$ cat src/rtl/uart_spi_bridge.sv
// uart_spi_bridge
//   Takes one UART byte on i_rx, exchanges it with a single SPI peripheral
//   (mode 0, MSB first), and returns the byte read from i_cipo as a UART
//   frame on o_tx. It handles one byte in and one byte out per transaction.
//   The default frame format is 8N1.
//   Build macro UART_PARITY_EN: both UART directions then carry an even
//   parity bit after bit7 (8E1). An RX parity mismatch is handled like a
//   framing error.
//
//   state | meaning
//   IDLE  | waiting for a falling edge on the synchronised rx line
//   RX    | sampling start, data, [parity], stop bits at mid-bit
//   SPI   | eight SCLK pulses, shifting the RX byte out and the reply in
//   TX    | sending the reply frame, aligned to the free-running baud tick
module uart_spi_bridge #(
  parameter int CLK_HZ   = 100_000_000,
  parameter int BAUD     = 115_200,
  parameter int SCLK_DIV = 8
) (
  input  logic i_clk,
  input  logic i_rst_n,
  input  logic i_rx,
  output logic o_tx,
  input  logic i_cipo,
  output logic o_copi,
  output logic o_sclk,
  output logic o_ready,
  output logic o_error
);

  localparam int BIT_CLKS  = CLK_HZ / BAUD;
  localparam int HALF_CLKS = BIT_CLKS / 2;
  localparam int BW        = $clog2(BIT_CLKS + 1);
  localparam int SW        = $clog2(SCLK_DIV + 1);

  localparam logic [BW-1:0] BIT_RELOAD  = BW'(BIT_CLKS - 1);
  localparam logic [BW-1:0] HALF_RELOAD = BW'(HALF_CLKS - 1);
  localparam logic [BW-1:0] BW_ZERO     = '0;
  localparam logic [SW-1:0] SCLK_RELOAD = SW'(SCLK_DIV - 1);
  localparam logic [SW-1:0] SW_ZERO     = '0;

`ifdef UART_PARITY_EN
  // rx bit index of the stop bit: 0 = start, 1..8 = data, 9 = parity
  localparam logic [3:0] RX_STOP_IDX = 4'd10;
  // bits following the start bit: 8 data + parity + stop
  localparam int         TX_SH_W     = 10;
`else
  // rx bit index of the stop bit: 0 = start, 1..8 = data
  localparam logic [3:0] RX_STOP_IDX = 4'd9;
  // bits following the start bit: 8 data + stop
  localparam int         TX_SH_W     = 9;
`endif
  localparam logic [3:0] TX_LAST = 4'(TX_SH_W);

  localparam logic [1:0] S_IDLE = 2'd0;
  localparam logic [1:0] S_RX   = 2'd1;
  localparam logic [1:0] S_SPI  = 2'd2;
  localparam logic [1:0] S_TX   = 2'd3;

  logic [1:0]         state_q, state_d;
  logic               rx_meta_q, rx_meta_d;
  logic               rx_sync_q, rx_sync_d;
  logic               rx_prev_q, rx_prev_d;
  logic [BW-1:0]      baud_cnt_q, baud_cnt_d;
  logic [BW-1:0]      rx_cnt_q, rx_cnt_d;
  logic [3:0]         rx_idx_q, rx_idx_d;
  logic [7:0]         rx_sh_q, rx_sh_d;
`ifdef UART_PARITY_EN
  logic               rx_par_q, rx_par_d;
`endif
  logic [SW-1:0]      spi_cnt_q, spi_cnt_d;
  logic [3:0]         spi_bits_q, spi_bits_d;
  logic [7:0]         spi_sh_q, spi_sh_d;
  logic               sclk_q, sclk_d;
  logic               copi_q, copi_d;
  logic [TX_SH_W-1:0] tx_sh_q, tx_sh_d;
  logic [3:0]         tx_left_q, tx_left_d;
  logic               tx_busy_q, tx_busy_d;
  logic               tx_q, tx_d;
  logic               error_q, error_d;

  logic               baud_tick;
  logic               rx_fall;
  logic               frame_ok;

  assign baud_tick = (baud_cnt_q == BW_ZERO);
  assign rx_fall   = rx_prev_q & ~rx_sync_q;

`ifdef UART_PARITY_EN
  assign frame_ok = rx_sync_q & ~(^{rx_sh_q, rx_par_q});
`else
  assign frame_ok = rx_sync_q;
`endif

  // Next-state logic: synchroniser, baud generator and the bridge FSM
  always_comb begin
    state_d    = state_q;
    rx_meta_d  = i_rx;
    rx_sync_d  = rx_meta_q;
    rx_prev_d  = rx_sync_q;
    baud_cnt_d = baud_tick ? BIT_RELOAD : baud_cnt_q - BW'(1);
    rx_cnt_d   = rx_cnt_q;
    rx_idx_d   = rx_idx_q;
    rx_sh_d    = rx_sh_q;
`ifdef UART_PARITY_EN
    rx_par_d   = rx_par_q;
`endif
    spi_cnt_d  = spi_cnt_q;
    spi_bits_d = spi_bits_q;
    spi_sh_d   = spi_sh_q;
    sclk_d     = sclk_q;
    copi_d     = copi_q;
    tx_sh_d    = tx_sh_q;
    tx_left_d  = tx_left_q;
    tx_busy_d  = tx_busy_q;
    tx_d       = tx_q;
    error_d    = error_q;

    case (state_q)
      S_IDLE: begin
        if (rx_fall) begin
          state_d  = S_RX;
          rx_cnt_d = HALF_RELOAD;
          rx_idx_d = 4'd0;
        end
      end

      S_RX: begin
        if (rx_cnt_q != BW_ZERO) begin
          rx_cnt_d = rx_cnt_q - BW'(1);
        end else begin
          rx_cnt_d = BIT_RELOAD;
          rx_idx_d = rx_idx_q + 4'd1;
          if (rx_idx_q == 4'd0) begin
            // line back high at mid start bit: treat as a glitch
            if (rx_sync_q) begin
              state_d = S_IDLE;
            end
          end else if (rx_idx_q == RX_STOP_IDX) begin
            if (frame_ok) begin
              state_d    = S_SPI;
              spi_sh_d   = rx_sh_q;
              copi_d     = rx_sh_q[7];
              sclk_d     = 1'b0;
              spi_cnt_d  = SCLK_RELOAD;
              spi_bits_d = 4'd0;
            end else begin
              error_d = 1'b1;
              state_d = S_IDLE;
            end
          end else if (rx_idx_q <= 4'd8) begin
            rx_sh_d = {rx_sync_q, rx_sh_q[7:1]};
          end else begin
`ifdef UART_PARITY_EN
            rx_par_d = rx_sync_q;
`endif
          end
        end
      end

      S_SPI: begin
        if (spi_cnt_q != SW_ZERO) begin
          spi_cnt_d = spi_cnt_q - SW'(1);
        end else begin
          spi_cnt_d = SCLK_RELOAD;
          if (!sclk_q) begin
            // rising edge: capture the peripheral bit on the LSB side
            sclk_d     = 1'b1;
            spi_sh_d   = {spi_sh_q[6:0], i_cipo};
            spi_bits_d = spi_bits_q + 4'd1;
          end else begin
            sclk_d = 1'b0;
            if (spi_bits_q == 4'd8) begin
              copi_d    = 1'b0;
              tx_busy_d = 1'b0;
              state_d   = S_TX;
            end else begin
              copi_d = spi_sh_q[7];
            end
          end
        end
      end

      S_TX: begin
        if (baud_tick) begin
          if (!tx_busy_q) begin
            tx_d      = 1'b0;
`ifdef UART_PARITY_EN
            tx_sh_d   = {1'b1, ^spi_sh_q, spi_sh_q};
`else
            tx_sh_d   = {1'b1, spi_sh_q};
`endif
            tx_left_d = TX_LAST;
            tx_busy_d = 1'b1;
          end else if (tx_left_q == 4'd0) begin
            // stop bit has been held for a full period
            tx_d      = 1'b1;
            tx_busy_d = 1'b0;
            state_d   = S_IDLE;
          end else begin
            tx_d      = tx_sh_q[0];
            tx_sh_d   = {1'b0, tx_sh_q[TX_SH_W-1:1]};
            tx_left_d = tx_left_q - 4'd1;
          end
        end
      end

      default: state_d = S_IDLE;
    endcase
  end

  // State registers; reset aborts any transfer and parks the lines idle
  always_ff @(posedge i_clk or negedge i_rst_n) begin
    if (!i_rst_n) begin
      state_q    <= S_IDLE;
      rx_meta_q  <= 1'b0;
      rx_sync_q  <= 1'b0;
      rx_prev_q  <= 1'b0;
      baud_cnt_q <= '0;
      rx_cnt_q   <= '0;
      rx_idx_q   <= '0;
      rx_sh_q    <= '0;
`ifdef UART_PARITY_EN
      rx_par_q   <= 1'b0;
`endif
      spi_cnt_q  <= '0;
      spi_bits_q <= '0;
      spi_sh_q   <= '0;
      sclk_q     <= 1'b0;
      copi_q     <= 1'b0;
      tx_sh_q    <= '0;
      tx_left_q  <= '0;
      tx_busy_q  <= 1'b0;
      tx_q       <= 1'b1;
      error_q    <= 1'b0;
    end else begin
      state_q    <= state_d;
      rx_meta_q  <= rx_meta_d;
      rx_sync_q  <= rx_sync_d;
      rx_prev_q  <= rx_prev_d;
      baud_cnt_q <= baud_cnt_d;
      rx_cnt_q   <= rx_cnt_d;
      rx_idx_q   <= rx_idx_d;
      rx_sh_q    <= rx_sh_d;
`ifdef UART_PARITY_EN
      rx_par_q   <= rx_par_d;
`endif
      spi_cnt_q  <= spi_cnt_d;
      spi_bits_q <= spi_bits_d;
      spi_sh_q   <= spi_sh_d;
      sclk_q     <= sclk_d;
      copi_q     <= copi_d;
      tx_sh_q    <= tx_sh_d;
      tx_left_q  <= tx_left_d;
      tx_busy_q  <= tx_busy_d;
      tx_q       <= tx_d;
      error_q    <= error_d;
    end
  end

  assign o_tx    = tx_q;
  assign o_copi  = copi_q;
  assign o_sclk  = sclk_q;
  assign o_ready = (state_q == S_IDLE);
  assign o_error = error_q;

endmodule

$ cat config.mk
export PLATFORM = sky130hd
export DESIGN_NAME = uart_spi_bridge
export DESIGN_NICKNAME = d
export VERILOG_FILES = /design/src/rtl/uart_spi_bridge.sv
export SDC_FILE = /design/constraint.sdc
export NUM_CORES = 1
export LEC_CHECK = 0
export ABC_CLOCK_PERIOD_IN_PS = 2950
export BUFFER_PORTS_ARGS = -buffer_cell sky130_fd_sc_hd__buf_4
export CAP_MARGIN = 5
export CORE_UTILIZATION = 62
export DETAILED_ROUTE_END_ITERATION = 7
export GPL_ROUTABILITY_DRIVEN = 0
export GPL_TIMING_DRIVEN = 1
export PLACE_DENSITY = 0.79
export SLEW_MARGIN = 20
export SYNTH_ARGS = -nofsm -noshare
export SYNTH_HDL_FRONTEND = slang
export SYNTH_SLANG_ARGS = --single-unit
$ cat constraint.sdc
create_clock -name i_clk -period 2.95 [get_ports i_clk]
set_input_delay 0.4425 -clock i_clk [delete_from_list [all_inputs] [get_ports i_clk]]
set_output_delay 0.4425 -clock i_clk [all_outputs]
set_load 0.05 [all_outputs]
==> impl_metrics.json, run 1 <==
{
  "crit_family": "simple AND/OR/NAND/NOR gates",
  "grt_usage_pct": 26.8,
  "antenna_cells": 0,
  "die_h_um": 77.6,
  "clkPwrFrac_pct": 31.7,
  "synth_edf_count": 0,
  "h-tree-depth": 3,
  "slew_violations": 0,
  "total_power_mw": 2.13,
  "fp.dieArea_um2": 6020,
  "grt_pass1_vias": 2684,
  "synth_xor_area_share_pct": 1.73,
  "multi_input_area_um2": 1640,
  "comb_power_share_pct": 15.7,
  "die_x_um": 77.6,
  "postSynth.asyncResetShare_pct": 100,
  "routedWlPerCell_um": 15.8,
  "worst_pin_slew_ns": 0.852,
  "drt_iter0_drc": 141,
  "path_class": "flop to flop",
  "cts_setup_buffers": 0,
  "synth-simple-area-share_pct": 18.2,
  "cap_violations": 0,
  "fin_crit_ns": 2.44,
  "cts-root-buf": "clkbuf_8",
  "syn-num-nets": 367,
  "ys_seq_area_share_pct": 50.2,
  "synth_warnings": 0,
  "relSlewSlack_pct": 43.2,
  "hold_viol": 0,
  "drc": 0,
  "synth_fa_ha_area_share_pct": 3.53,
  "final_util_pct": 70.0,
  "antenna_found_initial": 0,
  "insertion_delay_ns": 0.35,
  "synth_top_family_by_area": "simple AND/OR/NAND/NOR gates",
  "cts_tree": "built",
  "cts_buffers": 9,
  "cts_max_path_buffers": 2,
  "rsz0062_at_grt": "false",
  "vias": 2684,
  "fill_cells": 435,
  "syn_inst": 353,
  "synth_ff_type": "dfrtp_1",
  "synth_compound_area_share_pct": 15.0,
  "holdWs_ns": 0.196,
  "regArea_um2": 1780,
  "area_growth_pct": 8.83,
  "period_share_pct": 82.7,
  "worstHoldPathType": "input pin to async pin",
  "dp_hpwl_mm": 4.70,
  "cp_max_fo": 16,
  "grt-ovfl-total": 0,
  "switching_power_mw": 0.647,
  "tns_ns": 0,
  "clock_skew_ns": 0.00929,
  "grt_pass1_wl_mm": 12.3,
  "ys_ff_latch": 71,
  "ios": 9,
  "slowest_delay_ns": 0.57,
  "syn-cell-area_um2": 3540,
  "final_layout_size_suffix_gt1_share_pct": 14.6,
  "ys_types": 47,
  "cts_sinks": 71,
  "p_per_area_nw_per_um2": 553,
  "start_util_pct": 64.3,
  "pwr-share-seq_pct": 52.6,
  "vdd_drop_max_mv": 0.423,
  "required_ns": 3.17,
  "cts_resized": 0,
  "rows": 27,
  "path_buf_inv": 2,
  "status": "completed",
  "first_pass_iters": 4,
  "portBuffers": 8,
  "critPathCaptureType": "flop",
  "p_int_mw": 1.49,
  "cpMaxStageDelayCell": "or4b_1",
  "final_nets": 379,
  "grt_max_degree": 72,
  "leakage_nw": 1.74,
  "swShare_pct": 30.3,
  "synthTopCellsByArea": "dfrtp_1, mux2_2, o21ai_0, nand2_1, ha_1",
  "viasPerCell": 6.07,
  "yosysTopAreaCell": "dfrtp_1",
  "wl_mm": 6.98,
  "startpoint_type": "flop",
  "path_cells": "inv_1 -> ha_1 -> or4b_1 -> or3_1 -> buf_4 -> nor3_1 -> a21oi_1",
  "synth.avg_cell_area_um2": 10.0,
  "cts_hold_buf": 0,
  "cp_data_arrival_time_ns": 2.66,
  "setup_viol": 0,
  "core-area_um2": 5510,
  "synthMuxAreaShare_pct": 7.98,
  "ant_nets": 0,
  "clk_pin_slew_ns": 0.08,
  "synth_top_area_share_pct": 49.4,
  "fmax_mhz": 410
}
worst register-to-register path, stage by stage, from the launching register on:
cell,delay [ns]
dfrtp_1,0.41
inv_1,0.07
ha_1,0.19
or4b_1,0.57
or3_1,0.45
buf_4,0.22
nor3_1,0.34
a21oi_1,0.08
Yosys cell counts (all sizes together), types with 3 or more instances:
cell type / instances
a211o: 6
a21o: 6
a21oi: 15
a31oi: 3
buf: 4
clkbuf: 10
dfrtp: 70
ha: 10
inv: 17
mux2: 18
mux2i: 8
nand2: 43
nand2b: 4
nand3: 12
nand4: 4
nor2: 13
nor2b: 3
nor3: 9
nor3b: 4
nor4: 9
o211ai: 4
o21ai: 35
o31ai: 4
or3: 6
or4: 7
xnor2: 3
xor2: 4
kinds of logic after synthesis:
group                      Yosys count
and+or+nand+nor                    123
AOI/OAI and AO/OA                   85
DFF                                 71
buffers and inverters               31
muxes                               26
adders and majority gates           10
xor gates and xnor gates             7
metrics by stage:
step	std cells	worst slack [ns]	instance area [um2]
after floorplan	353	0.603	3540
after CTS	442	0.501	3860
final	442	0.510	3860
after detailed placement	426	0.519	3690
after global routing	442	0.335	3860
after global placement	426	0.627	3690
cell type report:
cell class | count | share of cell area, %
multi-input cells | 251 | 42.6
clock buffers | 13 | 3.86
clock inverters | 3 | 0.487
flip-flops and latches | 71 | 46.1
well taps | 72 | 2.34
repair buffers | 15 | 2.92
inverters | 17 | 1.65
flip-flops by register name, indices dropped and copies added, names as in the netlist, 4 cells and up, named ones only:
name        count
tx_left_q       4
baud_cnt_q     10
rx_cnt_q       10
rx_sh_q         8
spi_sh_q        8
spi_bits_q      4
tx_sh_q         9
rx_idx_q        4
spi_cnt_q       4
power groups by stage:
stage	logic (mW)	clock network, mW	registers [mW]
after floorplan	0.276	0	1.09
after global placement	0.325	0	1.14
after detailed placement	0.334	0	1.14
after CTS	0.336	0.689	1.12
after global routing	0.375	0.728	1.14
final	0.335	0.677	1.12
layout by cell type (no fill, tap or decap), types with 12 or more instances in the layout:
| master | synthesis | layout |
|---|---|---|
| a21oi_1 | 15 | 15 |
| inv_1 | 17 | 17 |
| nor2_1 | 13 | 13 |
| dfrtp_1 | 70 | 70 |
| nand3_1 | 12 | 12 |
| o21ai_0 | 33 | 33 |
| nand2_1 | 43 | 43 |
| mux2_2 | 18 | 18 |
| buf_4 | 0 | 15 |
per-layer routing:
metal	part of all wire, %	wire length [um]	vias to the layer above	GRT usage (%)
met3	2.9	202	12	6.82
met4	1.6	110	0	10.6
met5	0	0	-	0
met1	46	3230	1330	33.1
li1	-	-	1301	-
met2	49	3450	41	44.9
final timing paths:
| path | start | endpoint | slack, ns | cells after the start |
|---|---|---|---|---|
| max | baud_cnt_q[0] | tx_left_q[2] | 0.51 | 7 |
| min | i_rst_n | rx_cnt_q[9] | 0.20 | 1 |
| max reg2reg | baud_cnt_q[0] | tx_left_q[2] | 0.51 | 7 |
| min reg2reg | rx_meta_q | frame_ok | 0.35 | 0 |
| max in group asynchronous | i_rst_n | spi_bits_q[3] | 2.19 | 1 |
| min in group i_clk | i_rx | rx_meta_q | 0.20 | 1 |
Note: power is estimated with default switching activity, not from simulation.
==> run 2, diff against run 1 <==
--- a/config.mk
+++ b/config.mk
@@ -5,7 +5,7 @@
 export SDC_FILE = /design/constraint.sdc
 export NUM_CORES = 1
 export LEC_CHECK = 0
-export ABC_CLOCK_PERIOD_IN_PS = 2950
+export ABC_CLOCK_PERIOD_IN_PS = 2500
 export BUFFER_PORTS_ARGS = -buffer_cell sky130_fd_sc_hd__buf_4
 export CAP_MARGIN = 5
 export CORE_UTILIZATION = 62
==> constraint.sdc (replaced) <==
create_clock -name i_clk -period 2.5 [get_ports i_clk]
set_input_delay 0.375 -clock i_clk [delete_from_list [all_inputs] [get_ports i_clk]]
set_output_delay 0.375 -clock i_clk [all_outputs]
set_load 0.05 [all_outputs]
==> impl_metrics.json, run 2 (synthesis gave the netlist of run 1 again) <==
{
  "cts-root-buf": "clkbuf_8",
  "cts_hold_buf": 0,
  "use_met2_pct": 41.6,
  "vias": 2685,
  "rsz0062_at_grt": "false",
  "die_h_um": 77.6,
  "routedWlPerCell_um": 15.4,
  "clk_pin_slew_ns": 0.07,
  "required_ns": 2.73,
  "final_cell_mix": "dfrtp_1, nand2_1, o21ai_0, buf_4, mux2_2",
  "first_pass_iters": 4,
  "slew_violations": 0,
  "slowest_delay_ns": 0.48,
  "cts_resized": 0,
  "drt_iter0_drc": 237,
  "fill_cells": 400,
  "area_growth_pct": 10.9,
  "use_met1_pct": 34.0,
  "p_per_area_nw_per_um2": 666,
  "vdd_drop_max_mv": 0.446,
  "cp_max_fo": 8,
  "core-area_um2": 5510,
  "holdWs_ns": 0.142,
  "worst_pin_slew_ns": 0.869,
  "grt_pass1_wl_mm": 12.0,
  "path_class": "flop to flop",
  "startpoint_type": "flop",
  "h-tree-depth": 3,
  "fp.dieArea_um2": 6020,
  "path_cells": "inv_1 -> ha_1 -> or3b_2 -> nor4_2 -> o21ai_1 -> mux2_2",
  "relSlewSlack_pct": 42.0,
  "period_share_pct": 90.6,
  "fin_crit_ns": 2.26,
  "total_power_mw": 2.62,
  "wl_mm": 6.89,
  "cp_data_arrival_time_ns": 2.49,
  "cpMaxStageDelayCell": "or3b_2",
  "antenna_found_initial": 0,
  "portBuffers": 8,
  "grt_pass1_vias": 2645,
  "layout_commonest_cell": "dfrtp_1",
  "grt-ovfl-total": 0,
  "start_util_pct": 64.3,
  "insertion_delay_ns": 0.34,
  "reg.largest.list": "baud_cnt_q: 10 flops, rx_cnt_q: 10 flops, tx_sh_q: 9 flops",
  "grt_max_degree": 72,
  "final_layout_size_suffix_gt1_share_pct": 16.5,
  "final_nets": 385,
  "status": "completed",
  "clock_skew_ns": 0.00608,
  "cap_violations": 0,
  "cts_setup_buffers": 0,
  "hold_viol": 0,
  "drc": 0,
  "fmax_mhz": 442,
  "worstHoldPathType": "input pin to flop",
  "grt_usage_pct": 25.8,
  "antenna_cells": 0,
  "cts_buffers": 9,
  "grt_busiest_layer": "met2",
  "die_x_um": 77.6,
  "ios": 9,
  "critPathCaptureType": "flop",
  "setup_viol": 0,
  "cts_tree": "built",
  "rows": 27,
  "dp_hpwl_mm": 4.82,
  "cts_max_path_buffers": 2,
  "grtUsageMet3_pct": 5.29,
  "ant_nets": 0,
  "viasPerCell": 5.99,
  "cts_sinks": 71,
  "leakage_nw": 1.78,
  "tns_ns": 0
}
[run 2: cell types whose count changed in the layout (fill, tap and decap cells not counted), sizes merged]
cell | before | now
clkbuf | 13 | 14
clkinv | 3 | 1
clkinvlp | 0 | 1
buf | 15 | 21
[run 2: critical path, delay by kind of cell, from the launching register on]
family	cells	cell delay [ns]
and+or+nand+nor	2	0.78
DFF	1	0.42
muxes	1	0.37
AOI/OAI and AO/OA	1	0.33
adders and majority gates	1	0.18
buffers and inverters	1	0.07
[run 2: final cells by class]
| type | instances | area [um2] | share of cell area, % |
|---|---|---|---|
| clock buffer | 14 | 183 | 4.65 |
| clock inverter | 2 | 12.5 | 0.318 |
| inverter | 17 | 63.8 | 1.62 |
| multi-input combinational | 251 | 1640 | 41.8 |
| sequential | 71 | 1780 | 45.3 |
| tap | 72 | 90.1 | 2.29 |
| timing repair buffer | 21 | 158 | 4.01 |
[run 2: path summary, 6_finish.rpt]
kind                               end  slack (ns)         from  cells past startpoint
hold reg to reg               frame_ok        0.36    rx_meta_q                      0
min in group asynchronous  rx_cnt_q[9]        0.16      i_rst_n                      1
setup / recovery            rx_sh_q[2]        0.24  rx_cnt_q[0]                      6
setup reg to reg            rx_sh_q[2]        0.24  rx_cnt_q[0]                      6
hold / removal               rx_meta_q        0.14         i_rx                      1
max in group asynchronous  spi_sh_q[3]        1.78      i_rst_n                      1
[run 2: per-layer routing]
layer | vias up | share of wire, %
met2 | 44 | 49
met4 | 0 | 1.7
met3 | 10 | 3.0
met5 | - | 0
met1 | 1323 | 47
li1 | 1308 | -
[run 2: where the power goes]
group / internal (mW) / switching, mW
clock: 0.468 / 0.404
sequential: 1.22 / 0.0991
combinational: 0.171 / 0.258
[run 2: metrics by stage]
step / setup WS (ns) / utilization (%) / instances / area, um2
3_3_place_gp: 0.281 / 67.8 / 432 / 3730
5_1_grt: 0.0722 / 71.3 / 448 / 3930
6_report: 0.236 / 71.3 / 448 / 3930
2_1_floorplan: 0.153 / - / 353 / 3540
3_5_place_dp: 0.247 / 67.8 / 432 / 3730
4_1_cts: 0.226 / 71.3 / 448 / 3930
==> run 3, diff against run 2 <==
--- a/config.mk
+++ b/config.mk
@@ -8,11 +8,13 @@
 export ABC_CLOCK_PERIOD_IN_PS = 2500
 export BUFFER_PORTS_ARGS = -buffer_cell sky130_fd_sc_hd__buf_4
 export CAP_MARGIN = 5
-export CORE_UTILIZATION = 62
+export CELL_PAD_IN_SITES_DETAIL_PLACEMENT = 0
+export CELL_PAD_IN_SITES_GLOBAL_PLACEMENT = 2
+export CORE_UTILIZATION = 41
 export DETAILED_ROUTE_END_ITERATION = 7
 export GPL_ROUTABILITY_DRIVEN = 0
 export GPL_TIMING_DRIVEN = 1
-export PLACE_DENSITY = 0.79
+export PLACE_DENSITY_LB_ADDON = 0.1
 export SLEW_MARGIN = 20
 export SYNTH_ARGS = -nofsm -noshare
 export SYNTH_HDL_FRONTEND = slang
==> impl_metrics.json, run 3 (synthesis gave the netlist of run 1 again) <==
{
  "rows": 33,
  "crit_path_end": "tx_left_q[2]",
  "viasPerCell": 5.51,
  "period_share_pct": 92.4,
  "antenna_cells": 0,
  "critPathCaptureType": "flop",
  "grt_pass1_vias": 2569,
  "clk_pin_slew_ns": 0.08,
  "die_h_um": 95.0,
  "drt_iter0_drc": 138,
  "path_class": "flop to flop",
  "grt_pass1_wl_mm": 13.1,
  "cts-root-buf": "clkbuf_8",
  "antenna_found_initial": 0,
  "cts_setup_buffers": 0,
  "first_pass_iters": 4,
  "cts_hold_buf": 0,
  "required_ns": 2.72,
  "cts_resized": 0,
  "worst_pin_slew_ns": 0.898,
  "core-area_um2": 8300,
  "cts_tree": "built",
  "ios": 9,
  "setup_viol": 0,
  "final_cell_mix": "dfrtp_1, nand2_1, o21ai_0, buf_4, mux2_2",
  "cts_sinks": 71,
  "crit_cells": 7,
  "final_layout_size_suffix_gt1_share_pct": 17.8,
  "cp_max_fo": 16,
  "cts_max_path_buffers": 2,
  "grt_max_degree": 72,
  "h-tree-depth": 3,
  "reg2reg_depth": 7,
  "cts_buffers": 9,
  "wl_mm": 7.65,
  "ant_nets": 0,
  "cp_data_arrival_time_ns": 2.53,
  "fin_crit_ns": 2.31,
  "vias": 2684,
  "status": "completed",
  "insertion_delay_ns": 0.34,
  "dp_hpwl_mm": 5.30,
  "crit_family": "simple AND/OR/NAND/NOR gates",
  "grt_usage_pct": 19.1,
  "path_cells": "inv_1 -> ha_1 -> or4b_1 -> or3_1 -> buf_4 -> nor3_1 -> a21oi_1",
  "vdd_drop_max_mv": 0.257,
  "rsz0062_at_grt": "false",
  "layout_commonest_cell": "dfrtp_1",
  "r2r_slack_ns": 0.19,
  "hold_viol": 0,
  "fp.dieArea_um2": 9020,
  "slowest_delay_ns": 0.47,
  "cpMaxStageDelayCell": "or4b_1",
  "final_util_pct": 48.1,
  "drc": 0,
  "die_x_um": 95.0,
  "area_growth_pct": 12.7,
  "fmax_mhz": 433,
  "reg.largest.list": "baud_cnt_q: 10 flops, rx_cnt_q: 10 flops, tx_sh_q: 9 flops",
  "path_buf_inv": 2,
  "worstHoldPathType": "input pin to flop",
  "final_nets": 391,
  "leakage_nw": 1.81,
  "routedWlPerCell_um": 15.7,
  "portBuffers": 8,
  "slew_violations": 0,
  "grt-ovfl-total": 0,
  "cap_violations": 0,
  "relSlewSlack_pct": 40.1,
  "start_util_pct": 42.7,
  "tns_ns": 0,
  "critPathLaunch": "baud_cnt_q[0]",
  "rr_startpoint": "baud_cnt_q[0]",
  "p_per_area_nw_per_um2": 657,
  "clock_skew_ns": 0.00710,
  "startpoint_type": "flop",
  "worstReg2RegEnd": "tx_left_q[2]"
}
run 3: final cells by class:
class                           instances  area, um2
Tap cell                              105        131
Inverter                               17       63.8
Sequential cell                        71       1780
Fill cell                             801       4300
Clock buffer                           12        155
Multi-Input combinational cell        251       1640
Clock inverter                          4       20.0
Timing Repair Buffer                   27        203
run 3: worst min-delay path by stage:
stage	start	to	slack, ns	cells past startpoint
final	i_rx	rx_meta_q	0.13	1
after detailed placement	rx_meta_q	frame_ok	0.33	0
after floorplan	i_rst_n	async pin	0.08	0
after CTS	i_rx	rx_meta_q	0.11	1
after global routing	i_rx	rx_meta_q	0.11	1
after global placement	rx_meta_q	frame_ok	0.34	0
run 3: metal layers:
layer	part of all wire, %	global-route usage (%)	up-vias
met1	52	28.2	1324
met2	44	27.7	31
met3	2.4	2.66	11
li1	-	-	1318
met5	0	0	-
met4	1.7	8.08	0
run 3: through the flow:
step	hold WS [ns]	cell area, um2	std cells	total power [mW]	setup WS (ns)
after global placement	0.342	3820	471	1.81	0.219
after global routing	0.115	4000	487	2.77	0.0253
after floorplan	0.0794	3540	353	1.62	0.153
final	0.134	4000	487	2.62	0.190
after CTS	0.115	4000	487	2.66	0.145
after detailed placement	0.335	3820	471	1.80	0.167
run 3: power by group:
part	total [mW]	switching (mW)	internal (mW)
combinational	0.472	0.276	0.196
sequential	1.31	0.0935	1.22
clock	0.844	0.435	0.409
total	2.62	0.805	1.82
run 3: worst reg2reg max path: stages (launching register included):
cell and delay [ns]:
dfrtp_1 0.41, inv_1 0.07, ha_1 0.19, or4b_1 0.47
or3_1 0.43, buf_4 0.22, nor3_1 0.32, a21oi_1 0.08
